$ cat config.mk
export PLATFORM = sky130hd
export DESIGN_NAME = bram_port_arbiter
export DESIGN_NICKNAME = d
export VERILOG_FILES = /design/src/rtl/vga_pkg.sv /design/src/rtl/bram_wr_fifo.sv /design/src/rtl/bram_port_arbiter.sv
export SDC_FILE = /design/constraint.sdc
export NUM_CORES = 1
export LEC_CHECK = 0
export CAP_MARGIN = 20
export CORE_UTILIZATION = 45
export CTS_BUF_LIST = sky130_fd_sc_hd__clkbuf_4 sky130_fd_sc_hd__clkbuf_8
export DETAILED_ROUTE_END_ITERATION = 8
export GPL_TIMING_DRIVEN = 0
export PLACE_DENSITY = 0.68
export SLEW_MARGIN = 20
export SYNTH_ARGS = -nofsm -noshare
export SYNTH_HDL_FRONTEND = slang
export SYNTH_SLANG_ARGS = --single-unit
$ cat constraint.sdc
create_clock -name CLK_25_I -period 2.2 [get_ports CLK_25_I]
set_clock_uncertainty 0.2 [all_clocks]
set_input_delay 0.22 -clock CLK_25_I [delete_from_list [all_inputs] [get_ports CLK_25_I]]
set_output_delay 0.22 -clock CLK_25_I [all_outputs]
set_load 0.005 [all_outputs]
$ cat src/rtl/vga_pkg.sv
// Shared frame-buffer widths and the BRAM port grant encoding.
// Used by the arbiter and its write buffer.
package vga_pkg;

    localparam int ADDR_W = 16;
    localparam int DATA_W = 12;

    typedef enum logic [1:0] {
        GNT_IDLE  = 2'd0,
        GNT_READ  = 2'd1,
        GNT_WRITE = 2'd2
    } grant_e;

endpackage

$ cat src/rtl/bram_wr_fifo.sv
// Camera write buffer: synchronous FIFO holding {addr,data} as one word.
// Count, full and empty are registered; ready is registered separately.
module bram_wr_fifo
    import vga_pkg::*;
#(
    parameter int AW    = 16,
    parameter int DW    = 12,
    parameter int DEPTH = 4
) (
    input  logic          clk_i,
    input  logic          rst_n_i,
    input  logic          push_i,
    input  logic [AW-1:0] addr_i,
    input  logic [DW-1:0] data_i,
    input  logic          pop_i,
    output logic [AW-1:0] head_addr_o,
    output logic [DW-1:0] head_data_o,
    output logic          empty_o,
    output logic          ready_o
);

    localparam int PW = $clog2(DEPTH);
    localparam int CW = PW + 1;
    localparam logic [CW-1:0] FULL_CNT = CW'(DEPTH);

    logic [AW+DW-1:0] mem_q [DEPTH];
    logic [PW-1:0]    wr_ptr_q, rd_ptr_q;
    logic [CW-1:0]    cnt_q, cnt_d;
    logic             full_q, empty_q, rdy_q;
    logic             push_ok, pop_ok;

    assign push_ok = push_i & ~full_q;
    assign pop_ok  = pop_i & ~empty_q;

    // Occupancy next state; push and pop together leave it unchanged.
    always_comb begin
        cnt_d = cnt_q;
        if (push_ok && !pop_ok) begin
            cnt_d = cnt_q + 1'b1;
        end else if (!push_ok && pop_ok) begin
            cnt_d = cnt_q - 1'b1;
        end
    end

    // Pointers, count and flags; pointers wrap naturally at DEPTH.
    always_ff @(posedge clk_i or negedge rst_n_i) begin
        if (!rst_n_i) begin
            wr_ptr_q <= '0;
            rd_ptr_q <= '0;
            cnt_q    <= '0;
            full_q   <= 1'b0;
            empty_q  <= 1'b1;
            rdy_q    <= 1'b0;
        end else begin
            if (push_ok) wr_ptr_q <= wr_ptr_q + 1'b1;
            if (pop_ok)  rd_ptr_q <= rd_ptr_q + 1'b1;
            cnt_q   <= cnt_d;
            full_q  <= (cnt_d == FULL_CNT);
            empty_q <= (cnt_d == '0);
            rdy_q   <= (cnt_d != FULL_CNT);
        end
    end

    // Entry storage; address and data are written as a single word.
    always_ff @(posedge clk_i) begin
        if (push_ok) mem_q[wr_ptr_q] <= {addr_i, data_i};
    end

    assign {head_addr_o, head_data_o} = mem_q[rd_ptr_q];
    assign empty_o = empty_q;
    assign ready_o = rdy_q;

endmodule

$ cat src/rtl/bram_port_arbiter.sv
// Shares one single-port BRAM between VGA reads and buffered camera writes.
// Reads have strict priority and a fixed 3-cycle latency.
module bram_port_arbiter #(
    parameter int ADDR_W      = vga_pkg::ADDR_W,
    parameter int DATA_W      = vga_pkg::DATA_W,
    parameter int WFIFO_DEPTH = 4
) (
    input  logic              CLK_25_I,
    input  logic              RST_N_I,
    input  logic              RD_REQ_I,
    input  logic [ADDR_W-1:0] RD_ADDR_I,
    output logic [DATA_W-1:0] RD_DATA_O,
    output logic              RD_VALID_O,
    input  logic              WR_REQ_I,
    input  logic [ADDR_W-1:0] WR_ADDR_I,
    input  logic [DATA_W-1:0] WR_DATA_I,
    output logic              WR_READY_O,
    input  logic              OVF_CLR_I,
    output logic              OVF_O,
    output logic              BRAM_EN_O,
    output logic              BRAM_WE_O,
    output logic [ADDR_W-1:0] BRAM_ADDR_O,
    output logic [DATA_W-1:0] BRAM_WDATA_O,
    input  logic [DATA_W-1:0] BRAM_RDATA_I
);
    import vga_pkg::*;

    logic              fifo_rdy, fifo_empty;
    logic [ADDR_W-1:0] head_addr;
    logic [DATA_W-1:0] head_data;
    logic              wr_push, wr_drop, wr_pop;

    grant_e            state_q, state_d;
    logic [ADDR_W-1:0] cmd_addr_q, cmd_addr_d;
    logic [DATA_W-1:0] cmd_data_q, cmd_data_d;

    logic              en_q, we_q;
    logic [ADDR_W-1:0] addr_q;
    logic [DATA_W-1:0] wdata_q;
    logic              rd_s2_q, rvalid_q;
    logic [DATA_W-1:0] rdata_q;
    logic              ovf_q, ovf_d;

    assign wr_push = WR_REQ_I & fifo_rdy;
    assign wr_drop = WR_REQ_I & ~fifo_rdy;
    assign wr_pop  = ~RD_REQ_I & ~fifo_empty;

    bram_wr_fifo #(
        .AW    (ADDR_W),
        .DW    (DATA_W),
        .DEPTH (WFIFO_DEPTH)
    ) u_wr_fifo (
        .clk_i       (CLK_25_I),
        .rst_n_i     (RST_N_I),
        .push_i      (wr_push),
        .addr_i      (WR_ADDR_I),
        .data_i      (WR_DATA_I),
        .pop_i       (wr_pop),
        .head_addr_o (head_addr),
        .head_data_o (head_data),
        .empty_o     (fifo_empty),
        .ready_o     (fifo_rdy)
    );

    // Grant decision: read wins, else pop the write head, else idle.
    always_comb begin
        state_d    = GNT_IDLE;
        cmd_addr_d = cmd_addr_q;
        cmd_data_d = cmd_data_q;
        unique case (1'b1)
            RD_REQ_I: begin
                state_d    = GNT_READ;
                cmd_addr_d = RD_ADDR_I;
            end
            wr_pop: begin
                state_d    = GNT_WRITE;
                cmd_addr_d = head_addr;
                cmd_data_d = head_data;
            end
            default: ;
        endcase
    end

    // Grant register with the command it carries.
    always_ff @(posedge CLK_25_I or negedge RST_N_I) begin
        if (!RST_N_I) begin
            state_q    <= GNT_IDLE;
            cmd_addr_q <= '0;
            cmd_data_q <= '0;
        end else begin
            state_q    <= state_d;
            cmd_addr_q <= cmd_addr_d;
            cmd_data_q <= cmd_data_d;
        end
    end

    // Registered BRAM port; address and wdata hold while idle.
    always_ff @(posedge CLK_25_I or negedge RST_N_I) begin
        if (!RST_N_I) begin
            en_q    <= 1'b0;
            we_q    <= 1'b0;
            addr_q  <= '0;
            wdata_q <= '0;
        end else begin
            en_q <= (state_q != GNT_IDLE);
            we_q <= (state_q == GNT_WRITE);
            if (state_q != GNT_IDLE)  addr_q  <= cmd_addr_q;
            if (state_q == GNT_WRITE) wdata_q <= cmd_data_q;
        end
    end

    // Read return: track the BRAM latency, then capture the pixel.
    always_ff @(posedge CLK_25_I or negedge RST_N_I) begin
        if (!RST_N_I) begin
            rd_s2_q  <= 1'b0;
            rvalid_q <= 1'b0;
            rdata_q  <= '0;
        end else begin
            rd_s2_q  <= en_q & ~we_q;
            rvalid_q <= rd_s2_q;
            if (rd_s2_q) rdata_q <= BRAM_RDATA_I;
        end
    end

    // Sticky overflow: a drop outranks a clear in the same cycle.
    always_comb begin
        ovf_d = ovf_q;
        if (wr_drop) begin
            ovf_d = 1'b1;
        end else if (OVF_CLR_I) begin
            ovf_d = 1'b0;
        end
    end

    // Overflow flag register.
    always_ff @(posedge CLK_25_I or negedge RST_N_I) begin
        if (!RST_N_I) ovf_q <= 1'b0;
        else          ovf_q <= ovf_d;
    end

    assign RD_DATA_O    = rdata_q;
    assign RD_VALID_O   = rvalid_q;
    assign WR_READY_O   = fifo_rdy;
    assign OVF_O        = ovf_q;
    assign BRAM_EN_O    = en_q;
    assign BRAM_WE_O    = we_q;
    assign BRAM_ADDR_O  = addr_q;
    assign BRAM_WDATA_O = wdata_q;

endmodule

* After elaboration in Yosys (flattened, before gate mapping)
Memories as Yosys holds them, arrays and structs flattened.
Index checks and enable logic that the tools add are counted.
** Cells by class
- Add/subtract/negate cells :: 4
- Equal/unequal tests :: 3
- Muxes and demuxes :: 8
- Bitwise gates (word level) :: 11
- Reductions and logical operators :: 8
** Operators with widths (count)
- case mux 16 bit (2 select lines) :: 1
- AND 1 bit :: 6
- two-way mux 3 bit :: 2
- nonzero test 2 bit :: 3
- inverter 1 bit :: 5
- adder 2 x 1 -> 2 bit, second input constant :: 2
- two-way mux 1 bit :: 4
- case mux 2 bit (2 select lines) :: 1
- adder 3 x 1 -> 3 bit, second input constant :: 1
- == test 3 bit, second input constant :: 1
- zero test 3 bit :: 1
- != test 3 bit, second input constant :: 1
- subtractor 3 x 1 -> 3 bit, second input constant :: 1
- == test 2 bit, second input constant :: 1
- logical AND 1 bit :: 2
- zero test 1 bit :: 2
** Storage, ports and cells
- Bits in registers :: 85
- Memory bits (writable) :: 112
- Input bits :: 61
- Output and inout port bits :: 45
- Word-level logic and storage cells :: 52
- Memories kept :: 1
** Memories
- u_wr_fifo.mem_q :: words 4, bits a word 28, rd ports 1, clocked after Yosys merged registers in 0, write ports 1, line bram_wr_fifo.sv:26 : logic [AW+DW-1:0] mem_q [DEPTH];

* Longest topological paths before layout
Gate-level depths: netlist (run 1).
- Depth in word-level cells :: 7
- Gate-level depth with buffers :: 7
- Mapped depth without buffers :: 6

* Modules after synthesis
From an unflattened synthesis (run 1), not the netlist that was laid out.
** Second synthesis, totals
- Cell total of the unflattened synthesis :: 395
- Area, all modules :: 7538.5 µm²
** By module, submodules not included
- bram_wr_fifo :: times used 1, cells each 200, area each 4595.7 µm², sequential area each 3614.7 µm²
- bram_port_arbiter :: times used 1, cells each 195, area each 2942.8 µm², sequential area each 1876.8 µm²

* Worst setup path after synthesis (run 1)
OpenSTA, ideal clock, no wires.
- Path type :: flip-flop to flip-flop
- From :: register u_wr_fifo.rdy_q (netlist: u_wr_fifo.ready_o)
- To :: memory u_wr_fifo.mem_q[0][0] (netlist bit), enable pin
- Library setup time :: 0.387 ns
- Arrival :: 1.364 ns
- Required time :: 1.613 ns
- Path slack :: 0.248 ns
- Stages on the path, launching flop included :: 4
- Path buffers :: 0
- Clock period less this slack :: 1.952 ns
- Cell sequence :: dfrtp_1 -> nand2_1 -> nor2_1 -> and2_1
** On the way
- Cells in the longest elaborated chain, start to end :: 4
** RTL lines
- start: declaration :: line bram_wr_fifo.sv:29 : logic full_q, empty_q, rdy_q;
- start signal: assignment :: line bram_wr_fifo.sv:60 : rdy_q <= (cnt_d != FULL_CNT);
- AND 1 bit :: line bram_port_arbiter.sv:44 : assign wr_push = WR_REQ_I & fifo_rdy;
- AND 1 bit :: line bram_wr_fifo.sv:32 : assign push_ok = push_i & ~full_q;
- two-way mux 1 bit :: line bram_wr_fifo.sv:66 : if (push_ok) mem_q[wr_ptr_q] <= {addr_i, data_i};
- two-way mux 1 bit (implied by the code) :: line bram_wr_fifo.sv:66
- end: declaration :: line bram_wr_fifo.sv:26
No other way between the ends.

* Worst setup path in the final report (run 1)
- From :: register u_wr_fifo.rd_ptr_q[0]
- To :: register cmd_addr_q[6]
** On the way
- Cells in the longest elaborated chain, start to end :: 2
** RTL lines
- start: declaration :: line bram_wr_fifo.sv:27 : logic [PW-1:0] wr_ptr_q, rd_ptr_q;
- start signal: assignment :: line bram_wr_fifo.sv:56 : if (pop_ok) rd_ptr_q <= rd_ptr_q + 1'b1;
- memory (4 x 28 bit)
- case mux 16 bit (2 select lines) :: line bram_port_arbiter.sv:70 : unique case (1'b1)
- end signal: assignment :: line bram_port_arbiter.sv:92 : cmd_addr_q <= cmd_addr_d;
- end: declaration :: line bram_port_arbiter.sv:34 : logic [ADDR_W-1:0] cmd_addr_q, cmd_addr_d;
No other way between the ends.
A chain may end at the register's enable or synchronous reset.

==> run_results.csv, run 1 <==
group,metric,value,unit
status,outcome,"complete, no violations",
global_routing,grt_max_degree,47,
sta,finalHoldViolations,0,
sta,slew_violations,0,
sta,fin_crit_sh,0.9243,
finish,final_layout_size_suffix_gt1_frac,0.3191,
clock_network,postCtsSetupRepairBufs,0,
routing,wl_met1,5.661,mm
worst_setup_path,path_max_fanout,10,
finish,diodes,0,
worst_setup_path,cp.arrival,2180,ps
power,finalPower,11.53,mW
worst_setup_path,crit_top_cell,"mux2_2",
routing,highest_layer,"met4",
synthesis,synth_cell_types,31,
worst_setup_path,crit_path_start_kind,"register",
synthesis,synthArstFlopShare,0.4315,
synthesis,synth_edf_count,112,
power,leakage,3.470,nW
routing,post-route-drc-count,0,
routing,vias,3758,
clock_network,htree_levels,4,
worst_setup_path,cp_slowest_cell,"mux4_2",
clock_network,numCtsBuffers,17,
routing,met3_length,535,um
synthesis,synth_area_per_cell,20.06,um2
global_routing,grt-ovfl-total,0,
clock_network,cts-root-buf,"clkbuf_8",
synthesis,synth_nets,441,
synthesis,synth_area_leaders,"edfxtp_1 (45%), dfrtp_1 (28%), mux2_2 (13%), mux4_2 (8.1%), ha_1 (1.0%)",
sta,setup_viol,0,
die,start_util,0.4671,
finish,area_delta_synth_final,26.04,%
routing,avgRoutedWirePerCell,18.22,um
synthesis,synthesis.area,7501,um2
clock_network,clk_latency,460,ps
synthesis,ys_ff_latch,197,
sta,worst_slew_pin_slew,664.2,ps
finish,final_util,0.5887,
die,num_rows,46,
finish,fillCellCount,1163,
synthesis,synth_warnings,0,
clock_network,clock_sinks,197,
synthesis,synth_ff_type,"edfxtp_1",
sta,rsz0062_at_grt,"false",
die,die_x,131.1,um
global_routing,grt_pass1_vias,4178,
routing,route.met2.wl,6.935,mm
die,ios,106,
routing,first_pass_iters,4,
global_routing,grt_use_total,0.1714,
synthesis,yosysMostFrequentCell,"edfxtp_1",
die,die_area,17190,um2
worst_setup_path,r2r_slack,170,ps
finish,nets,571,
finish,seq_area,5492,um2
sta,timing.slew.headroom,0.5572,
global_routing,grt_pass1_wl,22.09,mm
worst_setup_path,worstSetupPathType,"reg -> reg",
routing,drt_iter0_markers,212,
placed_design,hpwl,9.035,mm
clock_network,clk_pin_slew,100,ps
clock_network,tritoncts,"done",
power,ir_drop,622.3,uV
synthesis,synthTopCellsByCount,"edfxtp_1 (112), dfrtp_1 (84), mux2_2 (84)",
flow_run,cap_viol_max_count,0,
placed_design,gp_congestion,0.7047,
clock_network,clockBufferDepth,2,
sta,timing.fmax,491.8,MHz
synthesis,seq_area_frac_synth,0.7321,
global_routing,antenna_found_initial,0,
synthesis,synth_top_cell_area_share,0.4484,
hold_path,min_path_type,"in -> async",
worst_setup_path,worstReg2RegStart,"u_wr_fifo.rd_ptr_q[0]$_DFFE_PN0P_",
power,p_per_area,1219,nW/um2
synthesis,synthCells,374,
die,fp.coreArea,16060,um2
routing,routed_via_density,5.127,
synthesis,synth_area_leader_cell,"edfxtp_1",
routing,antenna_left,0,
sta,min_period,2033,ps
worst_setup_path,end_kind,"register",
worst_setup_path,r2r_end,"cmd_addr_q[6]$_DFFE_PN0N_",
worst_setup_path,crit_required,2340,ps
worst_setup_path,reg2reg_depth,4,
placed_design,io_buffers,105,
worst_setup_path,critical_path.cell_chain,"buf_6 -> mux4_2 -> mux2_2 -> mux2_2",
finish,multi_input_area,1886,um2
worst_setup_path,cpPeakStageDelay,540,ps
die,die_h,131.1,um
routing,wirelength,13.36,mm
sta,holdWs,79.93,ps
[cell families after synthesis]
logic type | Yosys count | synth area share
compound gates | 7 | 0.006006
xor+xnor | 6 | 0.007007
fa+ha+maj | 6 | 0.01001
buf+inv | 24 | 0.01752
flops | 197 | 0.7321
mux | 113 | 0.2120
simple gates | 21 | 0.01535
[critical path, delay by kind of cell (launching register included)]
family,cells,cell delay [ps]
flip-flops,1,420
multiplexers,3,1080
buffers and inverters,1,220
[through the flow]
step | instances | setup WS [ps] | setup TNS (ps) | area, um2
after floorplan | 374 | 248.5 | 0 | 7501
after global placement | 695 | -2378 | -285400 | 8822
after detailed placement | 700 | -234.6 | -7438 | 8962
after CTS | 733 | 44.70 | 0 | 9450
after global routing | 733 | 31.78 | 0 | 9454
final | 733 | 166.6 | 0 | 9454
[power by group]
| part | internal, mW | switching (mW) | total, mW |
|---|---|---|---|
| Sequential | 4.96 | 0.421 | 5.38 |
| Combinational | 2.11 | 1.33 | 3.44 |
| Clock | 1.49 | 1.21 | 2.70 |
| Total | 8.56 | 2.97 | 11.5 |
[per-layer routing]
metal	global-route usage	vias up
li1	-	1688
met1	0.2107	1969
met2	0.2931	86
met3	0.03935	15
met4	0.06797	0
met5	0	-
[registers in the layout (all words and copies together) (netlist names), 3 cells and up]
name	cells
u_wr_fifo.mem_q	112
u_wr_fifo.cnt_q	3
cmd_data_q	12
cmd_addr_q	16
BRAM_WDATA_O	12
RD_DATA_O	12
BRAM_ADDR_O	16
[cell usage in the layout, fill, tap and decap left out, types with 2 or more instances in the layout]
cell type,Yosys,final
and2_2,0,4
buf_1,3,3
buf_16,0,5
buf_2,6,6
buf_4,1,2
buf_6,4,4
bufinv_16,0,6
clkbuf_8,0,18
clkdlybuf4s50_1,0,104
clkinv_1,0,2
clkinv_2,0,2
clkinvlp_4,0,2
dfrtp_1,84,84
edfxtp_1,112,112
ha_1,6,6
inv_1,8,8
mux2_2,84,84
mux4_2,27,27
nand2_1,4,4
nand2b_1,2,2
nor2_1,5,4
nor2b_1,2,2
o21ai_0,2,2
xnor2_1,3,3
xor2_1,3,3
[layout make-up]
type                    instances  share of cell area
clock buffers                  18             0.02620
well taps                     216             0.02859
flip-flops and latches        197              0.5809
clock inverters                14             0.02435
plain buffers                  16             0.01085
multi-input cells             153              0.1994
inverters                       8            0.003176
repair buffers                111              0.1265
[how the worst max path moves through the flow]
stage / slack, ps / endpoint / from / cells past startpoint
floorplan: 250 / u_wr_fifo.mem_q[0][0]$_DFFE_PP_ / u_wr_fifo.ready_o$_DFF_PN0_ / 3
global placement: -2380 / RD_DATA_O[5]$_DFFE_PN0P_ / RST_N_I / 1
detailed placement: -230 / cmd_data_q[7]$_DFFE_PN0P_ / RD_REQ_I / 6
CTS: 40 / cmd_addr_q[6]$_DFFE_PN0N_ / u_wr_fifo.rd_ptr_q[1]$_DFFE_PN0P_ / 4
global route: 30 / u_wr_fifo.cnt_q[1]$_DFF_PN0_ / u_wr_fifo.empty_o$_DFF_PN1_ / 6
finish: 170 / cmd_addr_q[6]$_DFFE_PN0N_ / u_wr_fifo.rd_ptr_q[0]$_DFFE_PN0P_ / 4
[timing repair]
action | in CTS | in global routing
resized for setup | 0 | 3
hold endpoints to repair | 84 | 0
endpoints found under the setup margin | 0 | 10
hold buffers | 1 | 0
(Power assumes the default switching activity.)
==> run 2: changes to the inputs <==
- REMOVE_ABC_BUFFERS: unset -> 1
==> run 2 against run 1 <==
Compared with the run above:
- wire length down 5.0%
- global-route usage down 1.0 points
- worst setup slack worse by 4.2 ps
- hold slack got worse by 43 ps
- critical path depth is the same
- non-clock buffer count down 9
- critical endpoint is now cmd_addr_q[15]$_DFFE_PN0N_
- largest cell class unchanged
==> run_results.csv, run 2 (synthesized netlist as in run 1, its figures left out) <==
group,metric,value,unit
status,outcome,"complete, no violations",
sta,finalHoldViolations,0,
clock_network,clk_latency,450,ps
worst_setup_path,crit_required,2350,ps
global_routing,grt_pass1_wl,20.77,mm
finish,final_common_cell,"edfxtp_1",
power,p_int,8.211,mW
sta,rsz0062_at_grt,"false",
global_routing,grt_max_degree,59,
global_routing,grt-ovfl-total,0,
clock_network,cts-root-buf,"clkbuf_8",
finish,mostFrequentLayoutCells,"edfxtp_1 (112), clkdlybuf4s50_1 (103), mux2_2 (84)",
clock_network,clock_sinks,197,
worst_setup_path,path_delay_family,"multiplexers",
power,p_seq_frac,0.498,
sta,slew_violations,0,
die,die_x,131.1,um
global_routing,antenna_found_initial,0,
power,comb_power_share,0.298,
clock_network,htree_levels,4,
placed_design,hpwl,8.415,mm
worst_setup_path,path_depth,4,
worst_setup_path,path_max_fanout,19,
routing,wirelength,12.69,mm
power,leakage,3.416,nW
die,fp.coreArea,16060,um2
power,p_switching,2.859,mW
die,start_util,0.4671,
sta,timing.fmax,490.8,MHz
worst_setup_path,crit_path_start_kind,"register",
clock_network,clockBufferDepth,2,
routing,avgRoutedWirePerCell,17.53,um
sta,min_period,2038,ps
routing,antenna_left,0,
routing,routed_via_density,5.091,
sta,timing.slew.headroom,0.4832,
die,die_h,131.1,um
global_routing,grt_use_total,0.1613,
power,finalPower,11.07,mW
finish,largest_reg_flops,112,
finish,area_delta_synth_final,24.77,%
die,ios,106,
placed_design,gp_congestion,0.7315,
hold_path,min_path_type,"in -> async",
placed_design,place_area,8915,um2
routing,vias,3686,
power,ir_drop,562.4,uV
worst_setup_path,crit_top_cell,"mux2_2",
worst_setup_path,end_kind,"register",
routing,drt_iter0_markers,159,
global_routing,grt_pass1_vias,4018,
finish,diodes,0,
die,num_rows,46,
sta,fin_crit_sh,0.9262,
routing,first_pass_iters,4,
routing,post-route-drc-count,0,
finish,top_register,"u_wr_fifo.mem_q",
sta,worst_slew_pin_slew,775.2,ps
finish,final_layout_size_suffix_gt1_frac,0.3189,
power,clockPowerShare,0.204,
flow_run,cap_viol_max_count,0,
worst_setup_path,worstSetupPathType,"reg -> reg",
power,swShare,0.2582,
worst_setup_path,cpPeakStageDelay,570,ps
finish,final_area,9359,um2
worst_setup_path,critical_path.cell_chain,"buf_12 -> mux4_1 -> mux2_2 -> mux2_2",
clock_network,numCtsBuffers,17,
die,die_area,17190,um2
placed_design,io_buffers,105,
sta,setup_viol,0,
placed_design,dp.cells,687,
clock_network,clk_pin_slew,90,ps
worst_setup_path,cp_slowest_cell,"mux4_1",
power,p_per_area,1183,nW/um2
finish,nets,562,
worst_setup_path,cp.arrival,2180,ps
finish,fin_cells,724,
clock_network,tritoncts,"done",
worst_setup_path,reg2reg_depth,4,
worst_setup_path,cp_num_buf_inv,1,
-- run 2: cell count changes in the layout (fill, tap and decap cells not counted), sizes merged --
cell | before | now
buf | 20 | 13
clkinv | 5 | 9
clkdlybuf4s50 | 104 | 103
inv | 9 | 8
clkinvlp | 2 | 1
bufinv | 6 | 3
-- run 2: final timing paths --
kind                       slack, ps                          end                               from
min in group CLK_25_I            110         state_q[0]$_DFF_PN0_                           RD_REQ_I
min reg2reg                      240            rd_s2_q$_DFF_PN0_                BRAM_WE_O$_DFF_PN0_
max reg2reg                      160   cmd_addr_q[15]$_DFFE_PN0N_  u_wr_fifo.rd_ptr_q[0]$_DFFE_PN0P_
max                              160   cmd_addr_q[15]$_DFFE_PN0N_  u_wr_fifo.rd_ptr_q[0]$_DFFE_PN0P_
min                               40   BRAM_ADDR_O[3]$_DFFE_PN0P_                            RST_N_I
max in group asynchronous       1110  u_wr_fifo.empty_o$_DFF_PN1_                            RST_N_I
-- run 2: power groups by stage --
stage                     clock (mW)  sequential (mW)  combinational, mW
after floorplan                    0             5.59               1.75
after global placement             0             5.75               2.88
after detailed placement           0             5.70               3.22
after CTS                       2.33             5.56               3.34
after global routing            2.46             5.65               3.57
final                           2.26             5.51               3.30
-- run 2: cell type report --
class | count | area [um2]
clock buffers | 19 | 249.0
clock inverters | 13 | 140.1
fillers | 1217 | 6699
inverters | 8 | 30.03
multi-input cells | 153 | 1899
flip-flops and latches | 197 | 5503
well taps | 216 | 270.3
repair buffers | 118 | 1267
-- run 2: per-layer routing --
metal / up-vias / track usage / part of all wire
met5: - / 0 / 0
met4: 0 / 0.07320 / 0.022
met3: 24 / 0.03819 / 0.039
met2: 85 / 0.2772 / 0.52
met1: 1903 / 0.1925 / 0.42
li1: 1674 / - / -
-- run 2: timing repair --
item                       CTS  global route
hold endpoints to repair    84             0
resized for setup            5             3
setup endpoints to repair   16            12
gates cloned                 0             0
setup buffers                2             2
hold buffers                 1             0
-- run 2: through the flow --
step	TNS, ps	utilization	worst slack, ps	hold slack [ps]
detailed placement	-20140	0.5552	-1019	-23.07
finish	0	0.5828	162.4	36.90
global route	0	0.5828	85.63	46.11
CTS	0	0.5820	27.91	21.72
floorplan	-12070	-	-570.7	-275.6
global placement	-333630	0.5431	-2359	215.6
==> run 3: changes to the inputs <==
- ABC_AREA: unset -> 1
- clock period: 2.2 -> 1.92 ns (I/O delays scaled with it)
==> run 3 against run 2 <==
Compared with the run above:
- global-route usage rose by 3.2 points
- total power increased by 22%
- sequential power increased by 15%
- sequential share of layout area shrank 1.6 points
- synthesized cell count increased by 72%
- wire length rose by 28%
- clock-buffer cell count rose by 3
- area after synthesis grew 3.0%
- utilization fell by 0.67 points
- hold slack improved by 16 ps
- die area rose by 3.0%
- critical path type is now reg -> out
- largest power group unchanged
==> run_results.csv, run 3 <==
group,metric,value,unit
status,outcome,"complete, no violations",
synthesis,synth_compound_area_frac,0.06883,
die,start_util,0.4626,
placed_design,place_area,9084,um2
finish,final_area,9622,um2
global_routing,grt_pass1_vias,5050,
finish,area_delta_synth_final,24.53,%
synthesis,synth_warnings,0,
global_routing,grt_max_degree,57,
worst_setup_path,path_delay_family,"buffers and inverters",
clock_network,tritoncts,"done",
finish,seq_area,5499,um2
synthesis,synthAdderAreaFrac,0.009717,
placed_design,dp.cells,941,
synthesis,synthesis.area,7726,um2
power,p_per_area,1407,nW/um2
placed_design,gp_congestion,0.7263,
sta,setup_viol,0,
synthesis,yosys-mux-area-fraction,0.01749,
sta,timing.fmax,541.6,MHz
global_routing,grt_use_total,0.1936,
worst_setup_path,end_kind,"primary output",
routing,post-route-drc-count,0,
placed_design,place_ws,-1192,ps
worst_setup_path,worstSetupPathType,"reg -> out",
power,ir_drop,860.9,uV
worst_setup_path,path_depth,1,
synthesis,synthCells,643,
clock_network,clockBufferDepth,2,
clock_network,htree_levels,4,
synthesis,synthSimpleGateAreaFrac,0.1393,
finish,final_util,0.5761,
sta,worst_slew_pin_slew,717.3,ps
synthesis,ys_ff_latch,197,
finish,final_layout_size_suffix_gt1_frac,0.1162,
clock_network,cts-root-buf,"clkbuf_8",
routing,drt_iter0_markers,301,
die,ios,106,
clock_network,clk_latency,460,ps
power,leakage,3.784,nW
die,die_h,133.0,um
synthesis,synth_top_family_by_area,"simple AND/OR/NAND/NOR gates",
synthesis,yosysMostFrequentCell,"nand2_1",
synthesis,synth_edf_count,112,
sta,timing.slew.headroom,0.5207,
worst_setup_path,path_max_fanout,4,
synthesis,synthArstFlopShare,0.4315,
synthesis,synth_area_leaders,"edfxtp_1 (44%), dfrtp_1 (27%), nand2_1 (6.7%), o21ai_0 (3.7%), nand3_1 (3.6%)",
finish,largest_reg_flops,112,
global_routing,grt_pass1_wl,25.94,mm
finish,final_common_cell,"nand2_1",
sta,postLayoutSetupSlackWorst,73.71,ps
routing,antenna_left,0,
hold_path,min_path_type,"in -> async",
finish,diodes,0,
synthesis,synth_cell_types,27,
routing,avgRoutedWirePerCell,16.48,um
worst_setup_path,crit_required,1530,ps
synthesis,synth_xor_area_frac,0.004534,
worst_setup_path,cp_num_buf_inv,1,
die,die_x,133.0,um
sta,finalHoldViolations,0,
sta,rsz0062_at_grt,"false",
finish,fillCellCount,1343,
clock_network,numCtsBuffers,17,
sta,min_period,1846,ps
die,die_area,17700,um2
finish,fin_cells,986,
placed_design,hpwl,10.18,mm
clock_network,clk_pin_slew,90,ps
worst_setup_path,cp.arrival,1450,ps
flow_run,cap_viol_max_count,0,
synthesis,synth_area_per_cell,12.02,um2
clock_network,clock_sinks,197,
routing,vias,5037,
worst_setup_path,crit_path_start_kind,"register",
synthesis,seq_area_frac_synth,0.7108,
routing,wirelength,16.25,mm
global_routing,grt-ovfl-total,0,
finish,multi_input_area,1902,um2
routing,first_pass_iters,5,
worst_setup_path,reg2reg_depth,8,
placed_design,io_buffers,105,
finish,nets,820,
synthesis,synth_top_cell_area_share,0.4353,
global_routing,antenna_found_initial,0,
finish,mostFrequentLayoutCells,"nand2_1 (138), edfxtp_1 (112), clkdlybuf4s50_1 (103)",
worst_setup_path,r2r_slack,100,ps
worst_setup_path,critical_path.cell_chain,"clkdlybuf4s50_1",
synthesis,synthTopCellsByCount,"nand2_1 (138), edfxtp_1 (112), dfrtp_1 (84)",
routing,routed_via_density,5.109,
sta,slew_violations,0,
die,num_rows,47,
sta,fin_crit_sh,0.9616,
synthesis,synth_area_leader_cell,"edfxtp_1",
worst_setup_path,cpPeakStageDelay,540,ps
finish,top_register,"u_wr_fifo.mem_q",
synthesis,synth_ff_type,"edfxtp_1",
die,fp.coreArea,16700,um2
worst_setup_path,cp_slowest_cell,"clkdlybuf4s50_1",
run 3: worst paths after layout:
path	end	start
worst max-delay path	WR_READY_O	u_wr_fifo.ready_o$_DFF_PN0_
worst min-delay path	RD_DATA_O[11]$_DFFE_PN0P_	RST_N_I
worst max register to register	u_wr_fifo.ready_o$_DFF_PN0_	u_wr_fifo.empty_o$_DFF_PN1_
worst min register to register	rd_s2_q$_DFF_PN0_	BRAM_WE_O$_DFF_PN0_
max in group asynchronous	u_wr_fifo.empty_o$_DFF_PN1_	RST_N_I
min in group CLK_25_I	OVF_O$_DFFE_PN0P_	OVF_CLR_I
run 3: area by class of cell:
| type | instances | share of cell area |
|---|---|---|
| timing repair buffer | 123 | 0.1389 |
| clock inverter | 10 | 0.01079 |
| sequential | 197 | 0.5715 |
| clock buffer | 22 | 0.03017 |
| multi-input combinational | 362 | 0.1977 |
| tap | 220 | 0.02861 |
| timing repair inverter | 1 | 0.0007802 |
| inverter | 51 | 0.02159 |
run 3: layer usage:
layer / wire length, um / share of wire / track usage / vias to the layer above
li1: - / - / - / 2411
met1: 7186 / 0.44 / 0.2423 / 2478
met2: 8008 / 0.49 / 0.3301 / 123
met3: 798 / 0.049 / 0.04406 / 25
met4: 261 / 0.016 / 0.06769 / 0
met5: 0 / 0 / 0 / -
run 3: kinds of logic (layout without fill, tap and decap cells):
group,count (synthesis),in the layout
and+or+nand+nor,244,245
buffers and inverters,85,207
AOI/OAI and AO/OA,95,95
muxes,12,12
adders and majority gates,6,6
xor gates and xnor gates,4,4
DFF,197,197
run 3: repair_timing:
action | CTS | global route
hold buffers | 1 | 0
gates resized for setup | 11 | 1
endpoints found under the setup margin | 37 | 68
buffers inserted | 0 | 10
cloned | 2 | 0
pin swaps | 1 | 3
hold endpoints to repair | 84 | 0
run 3: metrics by stage:
stage               setup TNS (ps)  hold WS (ps)  power (mW)
floorplan                   -74100        -303.6       8.652
global placement           -491240         208.2       10.30
detailed placement          -53690        -2.878       10.82
CTS                              0         44.99       13.51
global route                     0         64.91       14.38
finish                           0         53.20       13.53
run 3: worst reg2reg max path: stages (launching register included):
cell	delay, ps
dfstp_2	440
nor2_8	410
inv_2	150
nand2_4	130
nand2_4	60
nand2_1	60
nand2_1	70
nor2_1	120
nand2_1	70
run 3: where the power goes:
group,switching [mW],total (mW),internal [mW]
Clock,1.34,2.61,1.27
Sequential,0.588,6.36,5.77
Combinational,2.54,4.56,2.03
